## config.mk

```make
export PLATFORM = sky130hd
export DESIGN_NAME = mc_servo_pwm_gen
export DESIGN_NICKNAME = d
export VERILOG_FILES = /design/src/rtl/mc_pwm_pkg.sv /design/src/rtl/mc_pwm_channel.sv /design/src/rtl/mc_servo_pwm_gen.sv
export SDC_FILE = /design/constraint.sdc
export NUM_CORES = 1
export LEC_CHECK = 0
export BUFFER_PORTS_ARGS = -buffer_cell sky130_fd_sc_hd__buf_2
export CAP_MARGIN = 5
export CORE_MARGIN = 2
export CORE_UTILIZATION = 62
export DETAILED_ROUTE_END_ITERATION = 10
export PLACE_DENSITY = 0.8
export SLEW_MARGIN = 25
export SYNTH_ARGS = -nofsm -noshare
export SYNTH_HDL_FRONTEND = slang
export SYNTH_SLANG_ARGS = --single-unit
```

## constraint.sdc

```tcl
create_clock -name CLK -period 2.1 [get_ports CLK]
set_input_delay 0.105 -clock CLK [delete_from_list [all_inputs] [get_ports CLK]]
set_output_delay 0.105 -clock CLK [all_outputs]
set_load 0.1 [all_outputs]
```

## src/rtl/mc_pwm_pkg.sv

```systemverilog
// Shared constants and elaboration helpers for the multi-channel servo pulse generator.
// Direction codes match the two low bits of a channel command word.
package mc_pwm_pkg;

    localparam logic [1:0] DIR_FWD = 2'd0;
    localparam logic [1:0] DIR_NEU = 2'd1;
    localparam logic [1:0] DIR_REV = 2'd2;

    function automatic int clog2(input int value);
        int result;
        result = 0;
        for (int i = 0; i < 31; i++) begin
            if ((longint'(1) << i) < longint'(value)) begin
                result = i + 1;
            end
        end
        return result;
    endfunction

    // Index/counter widths never collapse to zero bits.
    function automatic int clog2_min1(input int value);
        return (clog2(value) < 1) ? 1 : clog2(value);
    endfunction

    function automatic int us_to_ticks(input int us, input int tpu);
        return us * tpu;
    endfunction

endpackage

```

## src/rtl/mc_pwm_channel.sv

```systemverilog
// One servo output channel: command shadow, frame-boundary latch with the
// accumulator power spreading and reversal interlock, and the pulse comparator.
module mc_pwm_channel
    import mc_pwm_pkg::*;
#(
    parameter int LEVEL_BITS  = 3,
    parameter int DEAD_FRAMES = 2,
    parameter int CNT_W       = 8,
    parameter int W_FWD       = 10,
    parameter int W_NEU       = 15,
    parameter int W_REV       = 20
) (
    input  logic                  CLK,
    input  logic                  RST_N,
    input  logic                  we,
    input  logic [LEVEL_BITS+1:0] cmd_data,
    input  logic                  latch,
    input  logic [CNT_W-1:0]      frame_cnt,
    output logic                  pwm,
    output logic                  drive
);

    localparam int DC_W = clog2_min1(DEAD_FRAMES + 1);
    localparam logic [DC_W-1:0] DEAD_LOAD = DC_W'((DEAD_FRAMES > 0) ? DEAD_FRAMES - 1 : 0);

    logic [LEVEL_BITS+1:0] shadow_reg;
    logic [LEVEL_BITS-1:0] acc_reg, acc_next;
    logic [1:0]            last_dir_reg, last_dir_next;
    logic [DC_W-1:0]       dead_cnt_reg, dead_cnt_next;
    logic [CNT_W-1:0]      width_reg, width_next;
    logic                  drive_reg, drive_next;
    logic                  pwm_reg;

    logic [1:0]            dir;
    logic [LEVEL_BITS-1:0] level;
    logic                  dir_drv, last_drv;
    logic [LEVEL_BITS:0]   sum;

    always_comb begin
        dir           = shadow_reg[1:0];
        level         = shadow_reg[LEVEL_BITS+1:2];
        dir_drv       = (dir == DIR_FWD) || (dir == DIR_REV);
        last_drv      = (last_dir_reg == DIR_FWD) || (last_dir_reg == DIR_REV);
        sum           = {1'b0, acc_reg} + {1'b0, level} + (LEVEL_BITS+1)'(1);
        acc_next      = acc_reg;
        last_dir_next = last_dir_reg;
        dead_cnt_next = dead_cnt_reg;
        width_next    = width_reg;
        drive_next    = drive_reg;
        if (latch) begin
            width_next = CNT_W'(W_NEU);
            drive_next = 1'b0;
            if (dead_cnt_reg != '0) begin
                dead_cnt_next = dead_cnt_reg - DC_W'(1);
                if (dead_cnt_reg == DC_W'(1)) begin
                    last_dir_next = DIR_NEU;
                end
                acc_next = '0;
            end else if ((DEAD_FRAMES > 0) && dir_drv && last_drv && (dir != last_dir_reg)) begin
                dead_cnt_next = DEAD_LOAD;
                if (DEAD_FRAMES == 1) begin
                    last_dir_next = DIR_NEU;
                end
                acc_next = '0;
            end else if (dir_drv) begin
                // Carry out of the accumulator marks a drive frame; the low bits are the remainder.
                drive_next    = sum[LEVEL_BITS];
                acc_next      = sum[LEVEL_BITS-1:0];
                last_dir_next = dir;
                if (sum[LEVEL_BITS]) begin
                    width_next = (dir == DIR_FWD) ? CNT_W'(W_FWD) : CNT_W'(W_REV);
                end
            end else begin
                acc_next = '0;
            end
        end
    end

    always_ff @(posedge CLK or negedge RST_N) begin
        if (!RST_N) begin
            shadow_reg   <= {{LEVEL_BITS{1'b1}}, DIR_NEU};
            acc_reg      <= '0;
            last_dir_reg <= DIR_NEU;
            dead_cnt_reg <= '0;
            width_reg    <= CNT_W'(W_NEU);
            drive_reg    <= 1'b0;
            pwm_reg      <= 1'b0;
        end else begin
            if (we) begin
                shadow_reg <= cmd_data;
            end
            acc_reg      <= acc_next;
            last_dir_reg <= last_dir_next;
            dead_cnt_reg <= dead_cnt_next;
            width_reg    <= width_next;
            drive_reg    <= drive_next;
            pwm_reg      <= (frame_cnt < width_reg);
        end
    end

    assign pwm   = pwm_reg;
    assign drive = drive_reg;

endmodule

```

## src/rtl/mc_servo_pwm_gen.sv

```systemverilog
// Multi-channel servo pulse generator: shared frame counter and command decode
// feeding one mc_pwm_channel per output pin.
module mc_servo_pwm_gen
    import mc_pwm_pkg::*;
#(
    parameter int CLK_RATE    = 100000000,
    parameter int NUM_CH      = 2,
    parameter int LEVEL_BITS  = 3,
    parameter int FRAME_US    = 20000,
    parameter int FWD_US      = 1000,
    parameter int NEU_US      = 1500,
    parameter int REV_US      = 2000,
    parameter int DEAD_FRAMES = 2
) (
    input  logic                            CLK,
    input  logic                            RST_N,
    input  logic                            CMD_WE,
    input  logic [clog2_min1(NUM_CH)-1:0]   CMD_CH,
    input  logic [LEVEL_BITS+1:0]           CMD_DATA,
    output logic [NUM_CH-1:0]               PWM_OUT,
    output logic                            FRAME_TICK,
    output logic [NUM_CH-1:0]               DRIVE
);

    localparam int TPU     = CLK_RATE / 1000000;
    localparam int FRAME_T = us_to_ticks(FRAME_US, TPU);
    localparam int W_FWD   = us_to_ticks(FWD_US, TPU);
    localparam int W_NEU   = us_to_ticks(NEU_US, TPU);
    localparam int W_REV   = us_to_ticks(REV_US, TPU);
    localparam int CNT_W   = clog2_min1(FRAME_T);
    localparam int CH_W    = clog2_min1(NUM_CH);

    if (TPU == 0 || W_REV >= FRAME_T || NUM_CH < 1 || NUM_CH > 16) begin : g_bad_cfg
        $error("mc_servo_pwm_gen: unsupported timing or channel configuration");
    end

    logic [CNT_W-1:0]  frame_cnt_reg;
    logic              frame_tick;
    logic [NUM_CH-1:0] ch_we;

    assign frame_tick = (frame_cnt_reg == CNT_W'(FRAME_T - 1));
    assign FRAME_TICK = frame_tick;

    always_ff @(posedge CLK or negedge RST_N) begin
        if (!RST_N) begin
            frame_cnt_reg <= '0;
        end else if (frame_tick) begin
            frame_cnt_reg <= '0;
        end else begin
            frame_cnt_reg <= frame_cnt_reg + CNT_W'(1);
        end
    end

    // Out-of-range channel indices match no decode term and are dropped.
    for (genvar gi = 0; gi < NUM_CH; gi++) begin : g_ch
        assign ch_we[gi] = CMD_WE && (CMD_CH == CH_W'(gi));

        mc_pwm_channel #(
            .LEVEL_BITS  (LEVEL_BITS),
            .DEAD_FRAMES (DEAD_FRAMES),
            .CNT_W       (CNT_W),
            .W_FWD       (W_FWD),
            .W_NEU       (W_NEU),
            .W_REV       (W_REV)
        ) u_ch (
            .CLK       (CLK),
            .RST_N     (RST_N),
            .we        (ch_we[gi]),
            .cmd_data  (CMD_DATA),
            .latch     (frame_tick),
            .frame_cnt (frame_cnt_reg),
            .pwm       (PWM_OUT[gi]),
            .drive     (DRIVE[gi])
        );
    end

endmodule

```

==> flow_metrics.env <==
export IMPL_initial_utilization_pct=65.0
export IMPL_clock_tree_from_tritoncts="yes"
export IMPL_post_synth_main_area_contributors="sky130_fd_sc_hd__dfrtp_1 (31%), sky130_fd_sc_hd__dfstp_2 (13%), sky130_fd_sc_hd__ha_1 (11%)"
export IMPL_fin_cells=430
export IMPL_globalRouteOverflowTotal=0
export IMPL_clk_pin_slew_ns=0.07
export IMPL_globalplace_congestion=0.935
export IMPL_drt_first_pass_iters=5
export IMPL_p_sw_share_pct=24.2
export IMPL_clock_latency_ns=0.34
export IMPL_synth_ff_type="sky130_fd_sc_hd__dfrtp_1"
export IMPL_totalNegativeSetupSlack_ns=0
export IMPL_power_combinational_fraction_pct=7.5
export IMPL_synth_xor_area_share_pct=4.72
export IMPL_cts_root_buffer_cell="sky130_fd_sc_hd__clkbuf_8"
export IMPL_netlist_instances=318
export IMPL_largest_delay_contributor_family_on_the_critical_path="simple AND/OR/NAND/NOR gates"
export IMPL_flip_flop_and_latch_count_after_synthesis=57
export IMPL_placementRows=26
export IMPL_synth_largest_area_cell="sky130_fd_sc_hd__dfrtp_1"
export IMPL_crit_arrival_ns=1.89
export IMPL_cp_start_kind="flip-flop"
export IMPL_period_minus_slack_ns=2.00
export IMPL_synth_area_mm2=0.00334
export IMPL_vias=2635
export IMPL_die_y_um=77.4
export IMPL_crit_path_end_kind="primary output"
export IMPL_drt_iter0_drc=259
export IMPL_clock_tree_htree_level_count=3
export IMPL_power_density_mw_per_mm2=598
export IMPL_grt_start_max_net_pins=31
export IMPL_dieWidth_um=77.4
export IMPL_detail_route_vias_per_cell=6.13
export IMPL_portbufs=13
export IMPL_finish_net_count=395
export IMPL_detail_route_wl_per_cell_um=17.9
export IMPL_yosys_warnings=0
export IMPL_layout_cells_most_common="sky130_fd_sc_hd__dfrtp_1"
export IMPL_fp_dieArea_mm2=0.00600
export IMPL_synth_compound_area_share_pct=14.7
export IMPL_flow_area_growth_from_synthesis_pct=14.2
export IMPL_vdd_ir_drop_worst_v=0.000529
export IMPL_maxSlewHeadroom_pct=56.8
export IMPL_place_ws_ns=0.224
export IMPL_required_ns=2.00
export IMPL_switching_power_uw=552
export IMPL_core_area_mm2=0.00514
export IMPL_p_int_mw=1.73
export IMPL_finished_core_util_pct=74.3
export IMPL_fin_hold_ws_ns=0.0338
export IMPL_grt_util_overall_pct=28.2
export IMPL_final_antenna_net_count=0
export IMPL_post_route_period_util_pct=95.2
export IMPL_simple_logic_cell_fraction_of_the_synthesized_area_pct=15.9
export IMPL_diodes=0
export IMPL_antenna_found_initial=0
export IMPL_crit_chain="nor4b_4 -> nand4_4 -> or2_1 -> inv_4 -> buf_12"
export IMPL_synth_fp_nets=358
export IMPL_clock_buffers_created_by_tritoncts=9
export IMPL_via_count_of_the_first_global_routing_pass=2663
export IMPL_clock_fmax_mhz=500
export IMPL_finalWirelength_mm=7.68
export IMPL_mostFrequentLayoutCells="sky130_fd_sc_hd__dfrtp_1 (38), sky130_fd_sc_hd__inv_1 (32), sky130_fd_sc_hd__ha_1 (29), sky130_fd_sc_hd__o21ai_0 (21), sky130_fd_sc_hd__nand2_1 (19)"
export IMPL_largest_register_ffs=21
export IMPL_power_leakage_nw=1.75
export IMPL_netlist_area_leader_share_pct=30.7
export IMPL_final_layout_size_suffix_gt1_share_pct=23.3
export IMPL_synth_enable_flop_cells=0
export IMPL_clock_sinks=57
export IMPL_placed_cells_incl_taps=409
export IMPL_synth_adder_area_share_pct=12.1
export IMPL_criticalPathCategory="flip-flop to primary output"
export IMPL_mux_cell_area_share_after_synthesis_pct=3.22
export IMPL_finalMaxSlewViolations=0
export IMPL_timing_final_hold_violations=0
export IMPL_status="complete, no violations"
export IMPL_pwr_share_clk_pct=41.6
export IMPL_setup_violations=0
export IMPL_crit_path_max_fanout=8
export IMPL_main_combinational_cell_family_by_area_after_synthesis="simple AND/OR/NAND/NOR gates"
export IMPL_timing_max_cap_violations=0
export IMPL_timing_critical_path_buf_inv=2
export IMPL_syn_mean_instance_area_um2=10.5
export IMPL_fin_worst_skew_ns=0.00938
export IMPL_ctsLongestPathBuffers=2
export IMPL_drc=0
export IMPL_netlist_cell_type_count=50
export IMPL_yosysSeqAreaShare_pct=43.3
export IMPL_timing_final_ws_setup_ns=0.101
export IMPL_detailedPlacementHpwl_mm=5.64
export IMPL_grt_first_pass_wirelength_mm=12.9
export IMPL_critical_path_max_stage_delay_ns=0.47
export IMPL_i_o_pins=14
export IMPL_sequential_fraction_of_design_power_pct=50.8
export IMPL_worstMarginPinSlew_ns=0.648
export IMPL_share_of_async_settable_or_async_resettable_flops_after_synthesis_pct=100
export IMPL_min_path_type="primary input to flip-flop"
export IMPL_cpMaxStageDelayCell="sky130_fd_sc_hd__dfrtp_1"
==> metrics by stage <==
stage               instance area (um^2)  power [mW]
global placement                    3580        1.33
finish                              3820        2.28
global route                        3820        2.38
floorplan                           3340        1.28
CTS                                 3800        2.29
detailed placement                  3580        1.35
==> logic make-up after synthesis <==
logic type,after synthesis
and+or+nand+nor,87
AOI/OAI and AO/OA,72
DFF,57
buffers and inverters,43
adders and majority gates,31
xor gates and xnor gates,18
muxes,10
==> power groups by stage <==
stage	sequential, mW	combinational, mW	clock [mW]
after global placement	1.18	0.156	0
final	1.16	0.172	0.951
after detailed placement	1.18	0.166	0
after CTS	1.16	0.173	0.959
after global routing	1.17	0.195	1.02
after floorplan	1.17	0.103	0
==> metal layers <==
metal	GRT usage, %	wire, um	vias to the layer above
li1	-	-	1230
met1	35.1	3250	1291
met2	44.9	3740	90
met3	9.07	439	24
met4	12.9	263	0
met5	0	0	-
==> final cells by class <==
type / count / area, um^2
Multi-Input combinational cell: 218 / 1700
Sequential cell: 57 / 1450
Fill cell: 369 / 1320
Timing Repair Buffer: 36 / 275
Clock buffer: 13 / 169
Inverter: 33 / 126
Tap cell: 70 / 87.6
Clock inverter: 3 / 15.0
==> timing repair <==
item,CTS,global route
gates resized for setup,1,5
endpoints found under the hold margin,27,0
pin swaps,0,2
hold buffers,4,0
endpoints found under the setup margin,1,1
setup buffers,0,1
==> worst paths after layout <==
path | startpoint | to | slack, ns | cells past startpoint
max | frame_cnt_reg[9] | FRAME_TICK | 0.10 | 5
min | CMD_DATA[2] | g_ch[1].u_ch.shadow_reg[2] | 0.03 | 2
max reg2reg | frame_cnt_reg[9] | g_ch[1].u_ch.width_reg[15] | 0.13 | 5
min reg2reg | frame_cnt_reg[0] | frame_cnt_reg[0] | 0.49 | 1
max in group asynchronous | RST_N | g_ch[0].u_ch.shadow_reg[3] | 1.10 | 3
min in group asynchronous | RST_N | g_ch[1].u_ch.width_reg[15] | 0.33 | 2
==> Yosys cell counts, types with 4 or more instances <==
master                     instances
sky130_fd_sc_hd__o211ai_1          8
sky130_fd_sc_hd__xnor2_1          13
sky130_fd_sc_hd__inv_1            33
sky130_fd_sc_hd__nand3_1          10
sky130_fd_sc_hd__o41ai_1           4
sky130_fd_sc_hd__mux2i_1           4
sky130_fd_sc_hd__dfrtp_1          41
sky130_fd_sc_hd__and4_1            4
sky130_fd_sc_hd__nor2_1           11
sky130_fd_sc_hd__o21ai_0          21
sky130_fd_sc_hd__ha_1             29
sky130_fd_sc_hd__xor2_1            5
sky130_fd_sc_hd__a22oi_1           6
sky130_fd_sc_hd__buf_4             5
sky130_fd_sc_hd__a21oi_1           5
sky130_fd_sc_hd__nor3_1            5
sky130_fd_sc_hd__nand2_1          19
sky130_fd_sc_hd__mux2_2            6
sky130_fd_sc_hd__or4_1             6
sky130_fd_sc_hd__nor4_1            5
sky130_fd_sc_hd__a22o_1            4
sky130_fd_sc_hd__dfstp_2          16
sky130_fd_sc_hd__nand4_1           6
sky130_fd_sc_hd__a21o_1            4
sky130_fd_sc_hd__and2_1            4
(Power assumes the default switching activity.)
